$ cat src/rtl/mce_util_pkg.sv
// Shared helpers for the KEM-core support blocks: ceiling log2 and the loader FSM encoding.
package mce_util_pkg;

  function automatic int unsigned CLOG2(input int unsigned value);
    int unsigned r;
    int unsigned v;
    r = 0;
    v = 1;
    while (v < value) begin
      v = v << 1;
      r++;
    end
    return r;
  endfunction

  typedef enum logic [1:0] {
    ST_IDLE   = 2'd0,
    ST_LOAD   = 2'd1,
    ST_FINISH = 2'd2
  } load_state_e;

endpackage

$ cat src/rtl/stream_loader_profiler_skid.sv
// Two-entry valid/ready buffer with a registered head entry; reports whether
// another read may be launched given the reads still in flight.
module stream_skid2 #(
  parameter int unsigned WIDTH = 32
) (
  input  logic             clk,
  input  logic             rst,
  input  logic             push,
  input  logic [WIDTH-1:0] push_data,
  input  logic             pending,
  input  logic             pop_ready,
  output logic [WIDTH-1:0] dout,
  output logic             dout_valid,
  output logic             full_or_pending,
  output logic [1:0]       occupancy
);

  logic [WIDTH-1:0] ent0_q, ent0_d;
  logic [WIDTH-1:0] ent1_q, ent1_d;
  logic [1:0]       occ_q, occ_d;
  logic             pop;
  logic [2:0]       load_c;

  always_comb begin
    pop    = (occ_q != 2'd0) && pop_ready;
    ent0_d = ent0_q;
    ent1_d = ent1_q;
    occ_d  = occ_q;
    case ({push, pop})
      2'b10: begin
        if (occ_q == 2'd0) ent0_d = push_data;
        else               ent1_d = push_data;
        occ_d = occ_q + 2'd1;
      end
      2'b01: begin
        ent0_d = ent1_q;
        occ_d  = occ_q - 2'd1;
      end
      2'b11: begin
        if (occ_q == 2'd2) begin
          ent0_d = ent1_q;
          ent1_d = push_data;
        end else begin
          ent0_d = push_data;
        end
      end
      default: ;
    endcase
    // A pop this cycle frees a slot in time for a read launched now, so it is credited.
    load_c = 3'(occ_q) + 3'(pending) - 3'(pop);
  end

  always_ff @(posedge clk) begin
    if (rst) begin
      ent0_q <= '0;
      ent1_q <= '0;
      occ_q  <= '0;
    end else begin
      ent0_q <= ent0_d;
      ent1_q <= ent1_d;
      occ_q  <= occ_d;
    end
  end

  assign dout            = ent0_q;
  assign dout_valid      = (occ_q != 2'd0);
  assign occupancy       = occ_q;
  assign full_or_pending = (load_c >= 3'd2);

endmodule

$ cat src/rtl/stream_loader_profiler.sv
// Streams len words from a 1-cycle-latency memory into a valid/ready consumer and
// measures start-to-done latency on NUM_EV independent event channels.
module stream_loader_profiler
  import mce_util_pkg::*;
#(
  parameter  int unsigned WIDTH  = 32,
  parameter  int unsigned DEPTH  = 16,
  parameter  int unsigned NUM_EV = 3,
  parameter  int unsigned CNT_W  = 32,
  localparam int unsigned ADDR_W = CLOG2(DEPTH),
  localparam int unsigned LEN_W  = CLOG2(DEPTH + 1),
  localparam int unsigned SEL_W  = CLOG2(NUM_EV)
) (
  input  logic              clk,
  input  logic              rst,
  input  logic              start,
  input  logic [LEN_W-1:0]  len,
  output logic              busy,
  output logic              load_done,
  output logic              mem_rd,
  output logic [ADDR_W-1:0] mem_addr,
  input  logic [WIDTH-1:0]  mem_q,
  output logic [WIDTH-1:0]  dout,
  output logic              dout_valid,
  input  logic              dout_ready,
  input  logic [NUM_EV-1:0] ev_start,
  input  logic [NUM_EV-1:0] ev_done,
  input  logic [SEL_W-1:0]  cnt_sel,
  output logic [CNT_W-1:0]  cnt_out,
  output logic [NUM_EV-1:0] cnt_valid,
  output logic [NUM_EV-1:0] overflow
);

  load_state_e      state_q, state_d;
  logic [LEN_W-1:0] len_eff_q, len_eff_d;
  logic [LEN_W-1:0] rd_cnt_q, rd_cnt_d;
  logic [LEN_W-1:0] acc_cnt_q, acc_cnt_d;
  logic             rd_pend_q, rd_pend_d;
  logic [LEN_W-1:0] len_clamp;
  logic             pop, rd_go;
  logic             full_or_pending;
  logic [1:0]       occupancy;

  stream_skid2 #(.WIDTH(WIDTH)) u_skid (
    .clk             (clk),
    .rst             (rst),
    .push            (rd_pend_q),
    .push_data       (mem_q),
    .pending         (rd_pend_q),
    .pop_ready       (dout_ready),
    .dout            (dout),
    .dout_valid      (dout_valid),
    .full_or_pending (full_or_pending),
    .occupancy       (occupancy)
  );

  always_comb begin
    len_clamp = (len > LEN_W'(DEPTH)) ? LEN_W'(DEPTH) : len;
    pop       = (occupancy != 2'd0) && dout_ready;
    rd_go     = (state_q == ST_LOAD) && (rd_cnt_q < len_eff_q) && !full_or_pending;
    state_d   = state_q;
    len_eff_d = len_eff_q;
    rd_cnt_d  = rd_cnt_q;
    acc_cnt_d = acc_cnt_q;
    rd_pend_d = rd_go;
    case (state_q)
      ST_IDLE: begin
        if (start) begin
          len_eff_d = len_clamp;
          rd_cnt_d  = '0;
          acc_cnt_d = '0;
          state_d   = (len_clamp == '0) ? ST_FINISH : ST_LOAD;
        end
      end
      ST_LOAD: begin
        if (rd_go) rd_cnt_d  = rd_cnt_q + LEN_W'(1);
        if (pop)   acc_cnt_d = acc_cnt_q + LEN_W'(1);
        if (acc_cnt_d == len_eff_q) state_d = ST_FINISH;
      end
      ST_FINISH: state_d = ST_IDLE;
      default:   state_d = ST_IDLE;
    endcase
  end

  always_ff @(posedge clk) begin
    if (rst) begin
      state_q   <= ST_IDLE;
      len_eff_q <= '0;
      rd_cnt_q  <= '0;
      acc_cnt_q <= '0;
      rd_pend_q <= 1'b0;
    end else begin
      state_q   <= state_d;
      len_eff_q <= len_eff_d;
      rd_cnt_q  <= rd_cnt_d;
      acc_cnt_q <= acc_cnt_d;
      rd_pend_q <= rd_pend_d;
    end
  end

  assign busy      = (state_q == ST_LOAD);
  assign load_done = (state_q == ST_FINISH);
  assign mem_rd    = rd_go;
  assign mem_addr  = rd_cnt_q[ADDR_W-1:0];

  logic [NUM_EV-1:0] st_prev_q, dn_prev_q;
  logic [CNT_W-1:0]  cnt_all [NUM_EV];

  always_ff @(posedge clk) begin
    if (rst) begin
      st_prev_q <= '0;
      dn_prev_q <= '0;
    end else begin
      st_prev_q <= ev_start;
      dn_prev_q <= ev_done;
    end
  end

  for (genvar i = 0; i < NUM_EV; i++) begin : g_ch
    logic [CNT_W-1:0] cnt_q, cnt_d;
    logic             armed_q, armed_d, vld_q, vld_d, ovf_q, ovf_d;
    logic             st_edge, dn_edge;

    // The done-edge cycle still counts, so the frozen value is D - S.
    always_comb begin
      st_edge = ev_start[i] & ~st_prev_q[i];
      dn_edge = ev_done[i] & ~dn_prev_q[i];
      cnt_d   = cnt_q;
      armed_d = armed_q;
      vld_d   = vld_q;
      ovf_d   = ovf_q;
      if (st_edge) begin
        cnt_d   = '0;
        armed_d = 1'b1;
        vld_d   = 1'b0;
        ovf_d   = 1'b0;
      end else if (armed_q) begin
        if (cnt_q != '1) cnt_d = cnt_q + CNT_W'(1);
        if (cnt_d == '1) ovf_d = 1'b1;
        if (dn_edge) begin
          armed_d = 1'b0;
          vld_d   = 1'b1;
        end
      end
    end

    always_ff @(posedge clk) begin
      if (rst) begin
        cnt_q   <= '0;
        armed_q <= 1'b0;
        vld_q   <= 1'b0;
        ovf_q   <= 1'b0;
      end else begin
        cnt_q   <= cnt_d;
        armed_q <= armed_d;
        vld_q   <= vld_d;
        ovf_q   <= ovf_d;
      end
    end

    assign cnt_all[i]   = cnt_q;
    assign cnt_valid[i] = vld_q;
    assign overflow[i]  = ovf_q;
  end

  always_comb begin
    cnt_out = '0;
    for (int unsigned k = 0; k < NUM_EV; k++) begin
      if (cnt_sel == SEL_W'(k)) cnt_out = cnt_all[k];
    end
  end

endmodule

$ cat config.mk
export PLATFORM = sky130hd
export DESIGN_NAME = stream_loader_profiler
export DESIGN_NICKNAME = d
export VERILOG_FILES = /design/src/rtl/mce_util_pkg.sv /design/src/rtl/stream_loader_profiler_skid.sv /design/src/rtl/stream_loader_profiler.sv
export SDC_FILE = /design/constraint.sdc
export NUM_CORES = 1
export LEC_CHECK = 0
export ABC_AREA = 1
export BUFFER_PORTS_ARGS = -buffer_cell sky130_fd_sc_hd__buf_2
export CELL_PAD_IN_SITES_DETAIL_PLACEMENT = 0
export CELL_PAD_IN_SITES_GLOBAL_PLACEMENT = 2
export CORE_MARGIN = 2
export CORE_UTILIZATION = 32
export CTS_CLUSTER_SIZE = 30
export DETAILED_ROUTE_END_ITERATION = 8
export PLACE_DENSITY_LB_ADDON = 0.1
export REMOVE_ABC_BUFFERS = 1
export SLEW_MARGIN = 20
export SYNTH_ARGS = -nofsm -noshare
export SYNTH_HDL_FRONTEND = slang
export SYNTH_HIERARCHICAL = 1
export SYNTH_SLANG_ARGS = --single-unit
export TNS_END_PERCENT = 10
$ cat constraint.sdc
create_clock -name clk -period 3 [get_ports clk]
set_input_delay 0.15 -clock clk [delete_from_list [all_inputs] [get_ports clk]]
set_output_delay 0.15 -clock clk [all_outputs]
set_load 0.02 [all_outputs]
==> results.txt <==
The run finished with clean final reports. On the worst path, the slowest cell contributes a delay of 0.47 ns. The initialized floorplan defines 73 standard-cell rows. The clock network fraction of total power came out at 39.0%. The CTS buffer count came out at 17.

The area fraction of the dominant cell type after synthesis is 30.6%. The number of gates resized after CTS was 0. The top cell family by delay on the critical path is simple AND/OR/NAND/NOR gates. The post-CTS setup-driven buffer insertion count is 0. The worst hold path belongs to the class input port to flip-flop. The count of nets left with antenna violations once routing finished came out at 0. The clock-pin slew on the worst setup and hold paths is 0.07 ns. The HPWL after detailed placement is 36100 um. The area added between synthesis and finish is 16.0%.

The slowest stage of the critical path belongs to the cell sky130_fd_sc_hd__dfxtp_1. The slew at the pin closest to its max-slew limit came out at 0.766 ns. Among all flip-flop cells after synthesis, the most frequent one is sky130_fd_sc_hd__dfxtp_1. The most common cell in the synthesized netlist is sky130_fd_sc_hd__nand2_1. The number of global-route vias before repair is 12700. The clock period minus worst slack is 2.67 ns.

Walking the worst path, the cells encountered are inv_1 > nand2_4 > nand2_2 > nor2_1 > o21ai_0 > fa_1 > xnor2_1 > nand2_1 > nor2_1 > buf_2. Counting stages on the worst path, the most repeated cell is sky130_fd_sc_hd__nor2_1. The number of fill cells is 4388. The worst pin sits at a relative slew slack of 48.7%.

In this run, post-CTS hold repair placed 43 buffers. Of all cell types, the one taking the most synthesized area is sky130_fd_sc_hd__dfxtp_1. The congestion estimate from routability-driven global placement came to 0.905. The highest achievable clock rate came out at 0.374 GHz.

The proportion of synthesized flip-flops having asynchronous set or reset came out at 0%. After detailed routing, the average wire length per cell comes to 17.1 um. The first detailed-routing pass took 7 iterations. The clock reaches the later pin of the worst-skew pair after 0.47 ns. The initial utilization of the core area, before any placement, comes to 32.3%. The number of synthesized flops with an enable pin is 0.

The register cell area after layout came out at 0.00390 mm^2. The number of top-level pins is 127. The number of buffers on the longest clock path is 2.

The number of antenna violations at the first check in global routing is 0. The remaining routing DRC violations is 0. The detailed-route vias per instance is 4.81.

The global-route congestion overflow total is 0. The combined global-route utilization of all metal layers is 23.3%. The worst-path maximum fanout came out at 7. The summed area of non-filler cells in the final layout is 0.0148 mm^2. The total placed instance area came out at 0.0138 mm^2. The number of library cell types mapped by synthesis came out at 36. The core region is 0.0395 mm^2.

The number of max-capacitance violations reported came out at 0. The tightest hold path in the finished design has a slack of 0.0383 ns. The cell area that synthesis handed to floorplanning was 0.0128 mm^2. The net load switching power is 2010 uW. The critical path startpoint category is a flip-flop.

TritonCTS built the clock tree. After synthesis, the cell types taking the most area are sky130_fd_sc_hd__dfxtp_1 31%, sky130_fd_sc_hd__nand2_1 19%, sky130_fd_sc_hd__inv_1 9.6%. The proportion of layout cells with a drive suffix above 1 is 10.6%. The die covers 0.0415 mm^2. For this run, the number of Yosys warnings is 6. The sequential share of power came out at 44.6%.

Of the total power, combinational logic draws 16.4%. The maximum level of the CTS H-tree is 4. The switching part of the total power is 31.7%. Dividing the final minimum period by the clock period gives 89.0%.

The final worst clock skew came out at 0.0126 ns. The count of routing violations after the opening detailed-route iteration came out at 897. Counting both buffers and inverters, the worst setup path holds a total of 2. The multi-input combinational cell area came out at 0.00702 mm^2.

From bottom edge to top edge, the die measures 204 um. The instance count of the mapped netlist is 2136. The setup-violating endpoint count in the final report came out at 0. The worst voltage drop across the vdd grid came out at 0.000339 V.

The power density over cell area is 428 mW/mm^2. The number of input and output port buffers inserted came out at 126. The number of pins exceeding their max-slew limit in the final report came out at 0. The leakage power total is 0.00703 uW.

The final wirelength came out at 47900 um. The total clock sinks is 195. The net total in the final layout came out at 2314.

The number of synthesized register bits came out at 195. CTS placed an instance of sky130_fd_sc_hd__clkbuf_16 at the clock tree root. For the final routed database, the setup TNS stands at 0 ns. The number of endpoints with negative hold slack in the final report is 0.

The global-route wire length before repair came out at 73700 um. Sorting the synthesized cells by how often they occur yields 645 x sky130_fd_sc_hd__nand2_1, 325 x sky130_fd_sc_hd__inv_1, 239 x sky130_fd_sc_hd__nor2_1, 195 x sky130_fd_sc_hd__dfxtp_1, 142 x sky130_fd_sc_hd__nand3_1. The critical path data arrival time came out at 2.52 ns. The count of inserted antenna diode cells came out at 0.

The cell-internal power is 4330 uW. The portion of the post-synthesis area used by sequential elements came out at 30.6%. The total via count after detailed routing is 13400. Setup repair after global routing left no endpoint under its margin. The mean instance size in the synthesized netlist is 5.97 um^2.

At the worst endpoint, the required time is 2.85 ns. The worst setup path is of the flip-flop to output port kind. STA classifies the critical path endpoint as an output port. The largest net degree at the start of global routing came out at 68. The chip width came out at 204 um.
per-stage QoR:
stage / total power (uW) / setup slack (ns) / instances / utilization [%]
floorplan: 3460 / -0.366 / 2033 / -
global placement: 3890 / 0.471 / 2718 / 34.8
detailed placement: 3890 / 0.407 / 2718 / 34.8
CTS: 6450 / 0.258 / 2793 / 37.4
global route: 6690 / 0.00412 / 2793 / 37.4
finish: 6340 / 0.329 / 2793 / 37.4
state kept, by name (all words and copies together), names as in the netlist:
signal,flops
acc_cnt_q,5
dn_prev_q,3
g_ch.armed_q,3
g_ch.cnt_q,96
g_ch.ovf_q,3
g_ch.vld_q,3
len_eff_q,5
rd_cnt_q,5
rd_pend_q,1
st_prev_q,3
state_q,2
u_skid/dout,32
u_skid/ent1_q,32
u_skid/occupancy,2
power groups by stage:
stage                     logic [uW]  clock network [uW]  registers [uW]
after floorplan                  550                   0            2910
after global placement          1000                   0            2890
after detailed placement        1000                   0            2890
after CTS                       1050                2570            2830
after global routing            1160                2680            2850
final                           1040                2470            2830
cell families after synthesis:
family | Yosys count | synth area share [%]
adders and majority gates | 10 | 1.04
buffers and inverters | 449 | 14.4
and+or+nand+nor | 1142 | 38.0
AOI/OAI and AO/OA | 304 | 13.5
DFF | 195 | 30.6
xor gates and xnor gates | 36 | 2.47
routing by layer:
metal  global-route usage (%)  wire [um]  up-vias
met5                        0          0        -
met4                     10.0       1910        0
met3                     3.85       1970       71
met2                     37.6      21900      290
met1                     30.6      22100     6103
li1                         -          -     6975
worst paths after layout:
kind / from / to / slack [ns] / cells past startpoint
worst max-delay path: u_skid/occupancy[1] / mem_rd / 0.33 / 10
worst min-delay path: len[4] / len_eff_q[2] / 0.04 / 4
worst min register to register: g_ch[2].ovf_q / g_ch[2].ovf_q / 0.46 / 2
worst max register to register: g_ch[2].cnt_q[0] / g_ch[2].ovf_q / 0.45 / 13
worst register-to-register path, cell delays in order, from the launching register on:
cell and delay (ns):
sky130_fd_sc_hd__dfxtp_1 0.46, sky130_fd_sc_hd__ha_1 0.33, sky130_fd_sc_hd__nand2_2 0.11, sky130_fd_sc_hd__nor2_4 0.15, sky130_fd_sc_hd__nand2_2 0.14, sky130_fd_sc_hd__nor2_4 0.19, sky130_fd_sc_hd__nand2_4 0.25, sky130_fd_sc_hd__o21ai_1 0.27
sky130_fd_sc_hd__nand3_1 0.14, sky130_fd_sc_hd__clkinv_1 0.06, sky130_fd_sc_hd__nand3_1 0.11, sky130_fd_sc_hd__nor2_1 0.12, sky130_fd_sc_hd__nand2_1 0.06, sky130_fd_sc_hd__a21oi_1 0.11
final cells by class:
cell class	instances	share of cell area, %
multi-input combinational	1492	47.4
sequential	195	26.4
timing repair buffer	203	8.89
inverter	346	8.77
tap	525	4.44
clock buffer	19	2.99
clock inverter	13	1.12
cells in the final DEF (no fill, tap or decap), types with 2 or more instances in the layout:
cell,synthesis,final
sky130_fd_sc_hd__o21ai_2,3,3
sky130_fd_sc_hd__bufinv_16,0,2
sky130_fd_sc_hd__ha_1,9,9
sky130_fd_sc_hd__nor3_1,5,5
sky130_fd_sc_hd__nand4_1,73,73
sky130_fd_sc_hd__o221ai_1,30,30
sky130_fd_sc_hd__clkbuf_16,0,17
sky130_fd_sc_hd__a31oi_1,5,5
sky130_fd_sc_hd__inv_6,0,5
sky130_fd_sc_hd__buf_2,27,126
sky130_fd_sc_hd__o21ai_0,102,102
sky130_fd_sc_hd__a21oi_1,127,127
sky130_fd_sc_hd__inv_8,0,2
sky130_fd_sc_hd__nor2_8,2,2
sky130_fd_sc_hd__clkinv_4,0,2
sky130_fd_sc_hd__dlygate4sd3_1,0,43
sky130_fd_sc_hd__o21ai_1,9,9
sky130_fd_sc_hd__or2_2,4,4
sky130_fd_sc_hd__nor2_4,6,6
sky130_fd_sc_hd__a211oi_1,3,3
sky130_fd_sc_hd__nand3_1,142,142
sky130_fd_sc_hd__o211ai_1,12,12
sky130_fd_sc_hd__xnor2_1,6,6
sky130_fd_sc_hd__nand2_4,6,6
sky130_fd_sc_hd__nand3_2,2,2
sky130_fd_sc_hd__nand2_1,645,645
sky130_fd_sc_hd__o32ai_1,2,2
sky130_fd_sc_hd__a21oi_2,2,2
sky130_fd_sc_hd__clkinv_1,16,16
sky130_fd_sc_hd__nor2_1,239,238
sky130_fd_sc_hd__nor2_2,6,7
sky130_fd_sc_hd__nand2_2,12,12
sky130_fd_sc_hd__inv_1,325,325
sky130_fd_sc_hd__dfxtp_1,195,195
sky130_fd_sc_hd__o21a_1,9,9
sky130_fd_sc_hd__xor2_1,30,30
sky130_fd_sc_hd__buf_4,20,34
sky130_fd_sc_hd__inv_2,5,5
Note: power is estimated with default switching activity, not from simulation.
